===== src/rtl/trigger_crossbar_matrix.sv =====
// Parametrised NUM_IN x NUM_OUT trigger routing matrix: each output picks one synchronised input and
// applies an off / direct / fixed-width pulse / edge-with-holdoff mode; LED stretchers show activity.
module trigger_crossbar_matrix #(
   parameter int NUM_IN        = 12,
   parameter int NUM_OUT       = 12,
   parameter int COUNT_WIDTH   = 16,
   parameter int STRETCH_WIDTH = 22
) (
   input  logic               clk,
   input  logic               rst,
   input  logic [NUM_IN-1:0]  trig_in,
   input  logic               cfg_wr_en,
   input  logic [7:0]         cfg_addr,
   input  logic [31:0]        cfg_wr_data,
   output logic [31:0]        cfg_rd_data,
   output logic [NUM_OUT-1:0] trig_out,
   output logic [NUM_IN-1:0]  trig_in_led,
   output logic [NUM_OUT-1:0] trig_out_led
);

   localparam int SEL_W = (NUM_IN > 1) ? $clog2(NUM_IN) : 1;
   localparam int PAD_W = 1 << SEL_W;

   localparam logic [1:0] MODE_OFF     = 2'd0;
   localparam logic [1:0] MODE_DIRECT  = 2'd1;
   localparam logic [1:0] MODE_PULSE   = 2'd2;
   localparam logic [1:0] MODE_HOLDOFF = 2'd3;

   localparam logic [COUNT_WIDTH-1:0]   CNT_ZERO = {COUNT_WIDTH{1'b0}};
   localparam logic [COUNT_WIDTH-1:0]   CNT_ONE  = COUNT_WIDTH'(1'b1);
   localparam logic [STRETCH_WIDTH-1:0] STR_ZERO = {STRETCH_WIDTH{1'b0}};
   localparam logic [STRETCH_WIDTH-1:0] STR_ONE  = STRETCH_WIDTH'(1'b1);
   localparam logic [STRETCH_WIDTH-1:0] STR_ONES = {STRETCH_WIDTH{1'b1}};

   typedef enum logic [1:0] {
      ST_IDLE   = 2'd0,
      ST_ACTIVE = 2'd1,
      ST_DEAD   = 2'd2
   } state_e;

   typedef struct packed {
      logic [COUNT_WIDTH-1:0] count;
      logic                   inv;
      logic [1:0]             mode;
      logic [7:0]             sel;
   } cfg_t;

   localparam cfg_t CFG_RESET = '{count: CNT_ZERO, inv: 1'b0, mode: MODE_OFF, sel: 8'd0};

   function automatic logic [31:0] pack_cfg(input cfg_t c);
      logic [31:0] w;
      w = 32'd0;
      w[7:0] = c.sel;
      w[9:8] = c.mode;
      w[10] = c.inv;
      w[16 +: COUNT_WIDTH] = c.count;
      return w;
   endfunction

   function automatic logic [STRETCH_WIDTH-1:0] stretch_next(input logic src,
                                                             input logic [STRETCH_WIDTH-1:0] cnt);
      logic [STRETCH_WIDTH-1:0] n;
      if (src) begin
         n = STR_ONES;
      end else if (cnt != STR_ZERO) begin
         n = cnt - STR_ONE;
      end else begin
         n = STR_ZERO;
      end
      return n;
   endfunction

   logic [NUM_IN-1:0]        sync1_q, sync1_d, s_q, s_d, p_q, p_d;
   logic [PAD_W-1:0]         s_pad, p_pad;
   cfg_t                     cfg_q [NUM_OUT];
   cfg_t                     cfg_d [NUM_OUT];
   state_e                   state_q [NUM_OUT];
   state_e                   state_d [NUM_OUT];
   logic [COUNT_WIDTH-1:0]   cnt_q [NUM_OUT];
   logic [COUNT_WIDTH-1:0]   cnt_d [NUM_OUT];
   logic [STRETCH_WIDTH-1:0] in_str_q [NUM_IN];
   logic [STRETCH_WIDTH-1:0] in_str_d [NUM_IN];
   logic [STRETCH_WIDTH-1:0] out_str_q [NUM_OUT];
   logic [STRETCH_WIDTH-1:0] out_str_d [NUM_OUT];
   logic [NUM_OUT-1:0]       trig_out_q, trig_out_d;
   logic [NUM_IN-1:0]        trig_in_led_q, trig_in_led_d;
   logic [NUM_OUT-1:0]       trig_out_led_q, trig_out_led_d;
   logic [31:0]              cfg_rd_data_q, cfg_rd_data_d;
   logic [NUM_OUT-1:0]       wr_hit, x_sel, px_sel, rise;
   logic                     wr_ok;
   logic [31:0]              rd_word;
   logic                     unused_wr_bits;

   assign unused_wr_bits = ^cfg_wr_data[15:11];

   // Two-flop synchroniser plus one-cycle delayed copy for edge detection
   always_comb begin
      sync1_d = trig_in;
      s_d     = sync1_q;
      p_d     = s_q;
      s_pad   = PAD_W'(s_q);
      p_pad   = PAD_W'(p_q);
   end

   // Config write decode and readback of the post-write value
   always_comb begin
      wr_hit  = {NUM_OUT{1'b0}};
      wr_ok   = cfg_wr_en & ({1'b0, cfg_addr} < 9'(NUM_OUT));
      rd_word = 32'd0;
      for (int o = 0; o < NUM_OUT; o++) begin
         if (wr_ok && (cfg_addr == 8'(o))) begin
            wr_hit[o] = 1'b1;
            cfg_d[o]  = '{count: cfg_wr_data[16 +: COUNT_WIDTH], inv: cfg_wr_data[10],
                          mode: cfg_wr_data[9:8], sel: cfg_wr_data[7:0]};
         end else begin
            cfg_d[o] = cfg_q[o];
         end
         rd_word = rd_word | ((cfg_addr == 8'(o)) ? pack_cfg(cfg_d[o]) : 32'd0);
      end
      cfg_rd_data_d = rd_word;
   end

   // Input selection; the range check uses the full 8-bit sel before truncation
   always_comb begin
      for (int o = 0; o < NUM_OUT; o++) begin
         if ({1'b0, cfg_q[o].sel} < 9'(NUM_IN)) begin
            x_sel[o]  = s_pad[cfg_q[o].sel[SEL_W-1:0]] ^ cfg_q[o].inv;
            px_sel[o] = p_pad[cfg_q[o].sel[SEL_W-1:0]] ^ cfg_q[o].inv;
         end else begin
            x_sel[o]  = 1'b0;
            px_sel[o] = 1'b0;
         end
         rise[o] = x_sel[o] & ~px_sel[o];
      end
   end

   // Per-output mode state machine; any write to the output aborts it
   always_comb begin
      for (int o = 0; o < NUM_OUT; o++) begin
         state_d[o]    = state_q[o];
         cnt_d[o]      = cnt_q[o];
         trig_out_d[o] = 1'b0;
         if (wr_hit[o]) begin
            state_d[o] = ST_IDLE;
            cnt_d[o]   = CNT_ZERO;
         end else begin
            case (cfg_q[o].mode)
               MODE_DIRECT: begin
                  state_d[o]    = ST_IDLE;
                  cnt_d[o]      = CNT_ZERO;
                  trig_out_d[o] = x_sel[o];
               end
               MODE_PULSE: begin
                  case (state_q[o])
                     ST_IDLE: begin
                        if (rise[o]) begin
                           state_d[o]    = ST_ACTIVE;
                           cnt_d[o]      = cfg_q[o].count;
                           trig_out_d[o] = 1'b1;
                        end else begin
                           cnt_d[o] = CNT_ZERO;
                        end
                     end
                     ST_ACTIVE: begin
                        if (cnt_q[o] != CNT_ZERO) begin
                           cnt_d[o]      = cnt_q[o] - CNT_ONE;
                           trig_out_d[o] = 1'b1;
                        end else begin
                           state_d[o] = ST_IDLE;
                        end
                     end
                     default: begin
                        state_d[o] = ST_IDLE;
                        cnt_d[o]   = CNT_ZERO;
                     end
                  endcase
               end
               MODE_HOLDOFF: begin
                  case (state_q[o])
                     ST_IDLE: begin
                        if (rise[o]) begin
                           state_d[o]    = ST_ACTIVE;
                           cnt_d[o]      = cfg_q[o].count;
                           trig_out_d[o] = 1'b1;
                        end else begin
                           cnt_d[o] = CNT_ZERO;
                        end
                     end
                     ST_ACTIVE: begin
                        if (cnt_q[o] != CNT_ZERO) begin
                           state_d[o] = ST_DEAD;
                        end else begin
                           state_d[o] = ST_IDLE;
                        end
                     end
                     ST_DEAD: begin
                        // leave on the cycle cnt reaches 0 so an edge there is still dropped
                        if (cnt_q[o] > CNT_ONE) begin
                           cnt_d[o] = cnt_q[o] - CNT_ONE;
                        end else begin
                           cnt_d[o]   = CNT_ZERO;
                           state_d[o] = ST_IDLE;
                        end
                     end
                     default: begin
                        state_d[o] = ST_IDLE;
                        cnt_d[o]   = CNT_ZERO;
                     end
                  endcase
               end
               default: begin
                  state_d[o] = ST_IDLE;
                  cnt_d[o]   = CNT_ZERO;
               end
            endcase
         end
      end
   end

   // LED stretchers: LED reflects the source or a still-running counter one cycle later
   always_comb begin
      for (int i = 0; i < NUM_IN; i++) begin
         in_str_d[i]      = stretch_next(s_q[i], in_str_q[i]);
         trig_in_led_d[i] = s_q[i] | (in_str_q[i] != STR_ZERO);
      end
      for (int o = 0; o < NUM_OUT; o++) begin
         out_str_d[o]      = stretch_next(trig_out_q[o], out_str_q[o]);
         trig_out_led_d[o] = trig_out_q[o] | (out_str_q[o] != STR_ZERO);
      end
   end

   // State registers
   always_ff @(posedge clk or posedge rst) begin
      if (rst) begin
         sync1_q        <= {NUM_IN{1'b0}};
         s_q            <= {NUM_IN{1'b0}};
         p_q            <= {NUM_IN{1'b0}};
         trig_out_q     <= {NUM_OUT{1'b0}};
         trig_in_led_q  <= {NUM_IN{1'b0}};
         trig_out_led_q <= {NUM_OUT{1'b0}};
         cfg_rd_data_q  <= 32'd0;
         for (int o = 0; o < NUM_OUT; o++) begin
            cfg_q[o]     <= CFG_RESET;
            state_q[o]   <= ST_IDLE;
            cnt_q[o]     <= CNT_ZERO;
            out_str_q[o] <= STR_ZERO;
         end
         for (int i = 0; i < NUM_IN; i++) begin
            in_str_q[i] <= STR_ZERO;
         end
      end else begin
         sync1_q        <= sync1_d;
         s_q            <= s_d;
         p_q            <= p_d;
         trig_out_q     <= trig_out_d;
         trig_in_led_q  <= trig_in_led_d;
         trig_out_led_q <= trig_out_led_d;
         cfg_rd_data_q  <= cfg_rd_data_d;
         for (int o = 0; o < NUM_OUT; o++) begin
            cfg_q[o]     <= cfg_d[o];
            state_q[o]   <= state_d[o];
            cnt_q[o]     <= cnt_d[o];
            out_str_q[o] <= out_str_d[o];
         end
         for (int i = 0; i < NUM_IN; i++) begin
            in_str_q[i] <= in_str_d[i];
         end
      end
   end

   assign trig_out     = trig_out_q;
   assign trig_in_led  = trig_in_led_q;
   assign trig_out_led = trig_out_led_q;
   assign cfg_rd_data  = cfg_rd_data_q;

endmodule


===== config.mk =====
export PLATFORM = sky130hd
export DESIGN_NAME = trigger_crossbar_matrix
export DESIGN_NICKNAME = d
export VERILOG_FILES = /design/src/rtl/trigger_crossbar_matrix.sv
export SDC_FILE = /design/constraint.sdc
export NUM_CORES = 2
export LEC_CHECK = 0
export ABC_AREA = 1
export ABC_CLOCK_PERIOD_IN_PS = 58900
export CORE_ASPECT_RATIO = 1.75
export CORE_MARGIN = 2
export CORE_UTILIZATION = 54
export CTS_BUF_LIST = sky130_fd_sc_hd__clkbuf_8 sky130_fd_sc_hd__clkbuf_16
export CTS_CLUSTER_SIZE = 40
export DETAILED_ROUTE_END_ITERATION = 12
export PLACE_DENSITY = 0.67
export SYNTH_ARGS = -nofsm -noshare
export SYNTH_HDL_FRONTEND = slang
export SYNTH_SLANG_ARGS = --single-unit

===== constraint.sdc =====
create_clock -name clk -period 58.9 [get_ports clk]
set_input_delay 8.835 -clock clk [delete_from_list [all_inputs] [get_ports clk]]
set_output_delay 8.835 -clock clk [all_outputs]
set_load 0.005 [all_outputs]

After elaboration in Yosys (flattened, before gate mapping)
Cells that the tools add are included.
{"block": "classes", "shift": 0, "n_addsub": 36, "reduce_logical": 85, "div": 0, "mux": 408, "bitwise_logic": 84, "n_lt_le_gt_ge": 37, "n_eq_ne": 119, "mul": 0}
{"cell": "22-bit 2-to-1 mux", "n": 48}
{"cell": "16-bit 2-to-1 mux", "n": 48}
{"cell": "16-bit one-hot mux with 2 select lines", "n": 24}
{"cell": "16-bit one-hot mux with 3 select lines", "n": 12}
{"cell": "22-bit nonzero test", "n": 24}
{"cell": "22-bit by 1-bit subtractor with 22-bit output (second input constant)", "n": 24}
{"cell": "32-bit 2-to-1 mux", "n": 12}
{"cell": "32-bit OR", "n": 11}
{"cell": "27-bit 2-to-1 mux", "n": 12}
{"cell": "16-bit by 1-bit > comparator with 1-bit output (second input constant)", "n": 12}
{"cell": "16-bit nonzero test", "n": 12}
{"cell": "16-bit by 1-bit subtractor with 16-bit output (second input constant)", "n": 12}
{"cell": "4-bit inequality test (second input constant)", "n": 36}
{"cell": "2-bit 2-to-1 mux", "n": 60}
{"cell": "1-bit 2-to-1 mux", "n": 108}
{"cell": "8-bit by 4-bit less-than comparator with 1-bit output (second input constant)", "n": 13}
{"cell": "1-bit binary-select mux with 4-bit select", "n": 24}
{"cell": "2-bit one-hot mux with 2 select lines", "n": 24}
{"cell": "2-bit == test (second input constant)", "n": 36}
{"cell": "2-bit one-hot mux with 3 select lines", "n": 12}
{"cell": "4-bit by 5-bit less-than comparator with 1-bit output (second input constant)", "n": 12}
{"cell": "2-bit by 1-bit == test with 1-bit output (second input constant)", "n": 24}
{"cell": "2-bit AND reduction", "n": 24}
{"cell": "3-bit inequality test (second input constant)", "n": 12}
{"cell": "other kinds (13)", "n": 133}
{"block": "word_totals", "inputBits": 55, "regBits": 1172, "n_memories": 0, "output_inout_bits": 68, "ramBits": 0, "mem_bits_ro": 0, "latch_bits": 0}

Longest topological paths before layout
{"block": "depth", "ltp_word": 16, "depth_mapped": 17, "mapped_depth_nobuf": 16}

Least setup slack after synthesis
Ideal clock, no wire load.
{"block": "synth_timing", "path_kind": "input-to-reg", "start": "input port cfg_addr[5]", "end": "register cfg_rd_data_q[16] (netlist: cfg_rd_data[16])", "path_stages": 11, "slack_ps": 48457, "n_path_buf": 1, "setup_ps": 133, "arrival_ps": 10310, "path_cell_list": "nor2_2 -> nand2_4 -> nor2_8 -> inv_4 -> nor2_4 -> inv_2 -> buf_2 -> o21ai_0 -> nor2_1 -> a211oi_1 -> nand3_1"}
{"block": "synth_via", "elab_chain_cells": 16, "elab_cells_between_ends": 61, "classes_between": "1 x order compare; 11 x eq/ne; 24 x mux; 12 x bitwise; 13 x reduce/logical"}
{"item": "start, declared", "line_no": "13", "source": "input logic [7:0] cfg_addr,"}
{"item": "8-bit by 4-bit less-than comparator with 1-bit output", "line_no": "108", "source": "wr_ok = cfg_wr_en & ({1'b0, cfg_addr} < 9'(NUM_OUT));"}
{"item": "1-bit bitwise AND", "line_no": "108"}
{"item": "1-bit logical AND", "line_no": "111", "source": "if (wr_ok && (cfg_addr == 8'(o))) begin"}
{"item": "27-bit 2-to-1 mux", "line_no": "111"}
{"item": "32-bit 2-to-1 mux", "line_no": "118", "source": "rd_word = rd_word | ((cfg_addr == 8'(o)) ? pack_cfg(cfg_d[o]) : 32'd0);"}
{"item": "32-bit OR (10 in a row)", "line_no": "118"}
{"item": "32-bit OR (*)", "line_no": "118"}
{"item": "via cfg_rd_data_d[16]", "line_no": "88", "source": "logic [31:0] cfg_rd_data_q, cfg_rd_data_d;"}
{"item": "end signal, assigned", "line_no": "258", "source": "cfg_rd_data_q <= cfg_rd_data_d;"}
{"item": "end, declared", "line_no": "88"}
The timed path passes the listed nets; every way through them passes the cells marked *.
A chain may end at the register's enable or synchronous reset.

==> qor_table.md <==
| Stage | Result | This run |
| --- | --- | --- |
| run status | Result of the run | complete, no violations |
| setup path | Arrival time at the worst endpoint | 13.22 ns |
| sta | Slew headroom | 2.63% |
| synth | Avg Inst Size Synth | 7.40 µm² |
| sta | Slew @ Worst Pin | 1.46 ns |
| route | Average via count per standard cell | 5.66 |
| clocking | Cts bufs inserted | 111 |
| synth | Synthesis Warnings | 0 |
| placed design | Post-place setup slack | 45.92 ns |
| synth | Sequential area share after synthesis | 44.8% |
| placed design | I/O Buffers | 112 |
| clocking | Insertion delay to the later sink of the worst-skew pair | 0.76 ns |
| setup path | CP peak stage delay | 1.12 ns |
| synth | Cell types occupying the most area after synthesis | dfrtp_1, nand2_1, o21ai_0, inv_1, nor2_1 |
| sta | RSZ-0062 raised after global routing | no |
| synth | Flip-flop and latch count after synthesis | 1167 |
| clocking | Max Root-Sink Buffers | 3 |
| power and ir drop | Max VDD drop | 0.0294 mV |
| placed design | HPWL Detailed | 144 mm |
| clocking | Hold buffer count at cts | 0 |
| grt | Largest net degree at the start of global routing | 181 |
| setup path | Required time worst endpoint | 59.40 ns |
| finish | Leading cell type in the layout, fill and taps excluded | nand2_1 |
| floorplan | Die extent in y | 464 µm |
| route | Remaining routing DRC violations | 0 |
| route | Detailed-route via count | 59100 |
| synth | Count of cell types in the netlist | 67 |
| clocking | Post-CTS Resized | 0 |
| setup path | CP cell instances | clkdlybuf4s50_1 > inv_2 > nor2_1 > inv_1 > nor2_2 > nand2_1 > inv_2 > nand2_2 > buf_4 > nand2_1 > o21ai_1 > nand2_1 > nand2_1 > a221oi_1 > nand3_1 |
| floorplan | X dimension of the die | 267 µm |
| hold path | Class of the most critical hold timing path | reg -> reg |
| sta | WHS | 0.346 ns |
| setup path | Cell with the biggest individual delay on the critical path | a221oi_1 |
| sta | Worst Slack Setup Final | 46.18 ns |
| synth | Top cell type's share of synthesized area | 44.8% |
| finish | Highest-count cells in the layout ignoring fill and taps | nand2_1, dfrtp_1, inv_1, nor2_1, o21ai_0 |
| sta | Maximum clock skew at final layout | 0.0376 ns |
| floorplan | Number of cell rows | 168 |
| synth | Number of instances in the synthesized netlist | 8802 |
| clocking | Root buf cell | clkbuf_16 |
| setup path | Critical path startpoint category | input pin |
| route | Pre-antenna DRT Iters | 6 |
| power and ir drop | Pwr/cell area | 29.0 nW/µm² |
| clocking | Clock input transition at the sequential cells of the worst setup and hold paths | 0.07 ns |
| synth | EDFF count, synth | 0 |
| route | Detailed router's first-iteration violation count | 4897 |
| grt | Wire length of the first global-routing pass | 314 mm |
| floorplan | Area of the core | 120000 µm² |
| grt | Total congestion overflow | 0 |
| finish | Layout cells sized above 1 | 4.50% |
| clocking | Clock H-tree levels | 3 |
| synth | Synth async-reset ratio | 100% |
| synth | Syn Std Cell Area | 65200 µm² |
| setup path | Type of the worst setup path | in -> reg |
| synth | Post-synth top flop | dfrtp_1 |
| clocking | Number of setup buffers added after CTS | 0 |
| route | Routed wire length per instance | 19.1 µm |
| floorplan | Number of top-level design ports | 123 |
| placed design | Routability Congestion | 1.04 |
| sta | Top achievable clock speed | 78.6 MHz |
| sta | Final-layout setup total negative slack | 0 ns |
| setup path | Largest fanout on the critical path | 46 |
| finish | Fin nets | 8935 |
| flow run | Reported max-cap violation count | 0 |
| floorplan | Initial Util | 54.4% |
| route | Number of antenna-violating nets in the routed design | 0 |
| finish | Synth-to-Final Area Change | 9.49% |
| sta | Final Hold Violating Endpoints | 0 |
| sta | Max-slew violations | 0 |
| setup path | Dominant cell type by count on the critical path | nand2_1 |
| grt | Overall global routing resource usage | 32.4% |
| grt | Antenna violations before repair | 8 |
| grt | Via count of the first global-routing pass | 57600 |
| power and ir drop | Leakage power | 34.3 nW |
| setup path | Capturing element type of the critical path | flop |
| clocking | Total clock sinks | 1167 |
| synth | Cell taking the most area after synthesis | dfrtp_1 |
| floorplan | Die ar. | 124000 µm² |
| sta | Clock period minus worst slack | 12.72 ns |
| sta | Final clock period utilization by the worst path | 21.6% |
| clocking | CTS tree | yes |
| route | Wire length after detailed routing | 200 mm |
| sta | Final-report setup violation count | 0 |
[cell families (layout without fill, tap and decap cells)]
kind of cell,Yosys count,count (layout),share of synthesized area [%]
AOI/OAI and AO/OA,1465,1465,12.2
adders and majority gates,60,60,1.15
and+or+nand+nor,4459,4459,29.0
DFF,1167,1167,44.8
buffers and inverters,1270,1376,7.75
xor gates and xnor gates,380,380,5.11
other,1,10,0.00575
[final cells by class]
class                      count  area, µm²
tap                         1530       1910
timing repair buffer         163       1540
fill                       11100      48500
clock buffer                 132       3120
multi-input combinational   6369      30900
inverter                    1008       3790
clock inverter                73        826
sequential                  1167      29200
antenna                        5       12.5
[metrics by stage]
step / std cells / util, % / total power, mW / cell area, µm²
final: 10400 / 59.5 / 2.07 / 71300
after global routing: 10400 / 59.5 / 2.18 / 71300
after CTS: 10400 / 59.5 / 2.09 / 71300
after detailed placement: 10200 / 56.2 / 1.30 / 67400
after global placement: 10200 / 56.2 / 1.29 / 67400
after floorplan: 8806 / - / 1.21 / 65200
[registers in the layout, summed over array words and instances, names as in the netlist]
name	cells
cfg_q	324
in_str_q	264
out_str_q	264
cnt_q	192
cfg_rd_data	27
state_q	24
p_d	12
p_q	12
s_d	12
trig_in_led	12
trig_out	12
trig_out_led	12
[synth_stat cells, types with 5 or more instances]
master	number
nor2_2	23
buf_1	16
o31ai_1	15
nor3_2	16
ha_1	60
o21bai_1	7
xor2_1	246
clkbuf_2	6
buf_2	110
clkinv_1	7
nand3_1	619
o2111ai_1	5
nand3b_1	44
nor3_1	176
nand4_1	100
a221oi_1	17
dfrtp_1	1167
nand2_1	2357
o22ai_1	39
o221ai_1	7
o211ai_1	7
a22o_1	31
nand2_2	8
nor4_1	35
o2111a_1	6
and3_1	5
buf_4	14
o21ai_1	96
a31oi_1	61
a211oi_1	28
buf_6	11
or2_2	67
o21ai_0	876
nor2_4	14
a21oi_1	244
clkbuf_1	105
xnor2_1	134
inv_1	979
inv_2	21
nor2_1	964
[power by group]
part           total [mW]  internal [mW]  switching (mW)
clock network       0.784          0.452           0.333
logic               0.316          0.121           0.195
registers           0.971          0.887          0.0838
total                2.07           1.46           0.612
[critical path: cells and delay by family]
| family | cells | cell delay (ns) |
|---|---|---|
| AOI/OAI and AO/OA | 2 | 1.20 |
| and+or+nand+nor | 8 | 1.39 |
| buffers and inverters | 5 | 1.74 |
[per-layer routing]
layer | up-vias | global-route usage (%) | part of all wire, %
li1 | 28500 | - | -
met1 | 28000 | 37.0 | 37
met2 | 1945 | 54.2 | 48
met3 | 653 | 5.28 | 6.2
met4 | 4 | 24.8 | 8.9
met5 | - | 0 | 0.011
[worst paths after layout]
kind | startpoint | to | slack [ns] | depth (start not counted)
worst max-delay path | cfg_addr[3] | cfg_rd_data[28]$_DFF_PP0_ | 46.18 | 15
worst min-delay path | s_d[8]$_DFF_PP0_ | p_d[8]$_DFF_PP0_ | 0.35 | 0
worst max register to register | p_d[6]$_DFF_PP0_ | trig_out[5]$_DFF_PP0_ | 54.81 | 12
worst min register to register | s_d[8]$_DFF_PP0_ | p_d[8]$_DFF_PP0_ | 0.35 | 0
max in group asynchronous | rst | cnt_q[148]$_DFFE_PP0P_ | 47.94 | 4
min in group asynchronous | rst | out_str_q[92]$_DFF_PP0_ | 8.66 | 2
No activity file was read; power rests on OpenSTA's default activity.
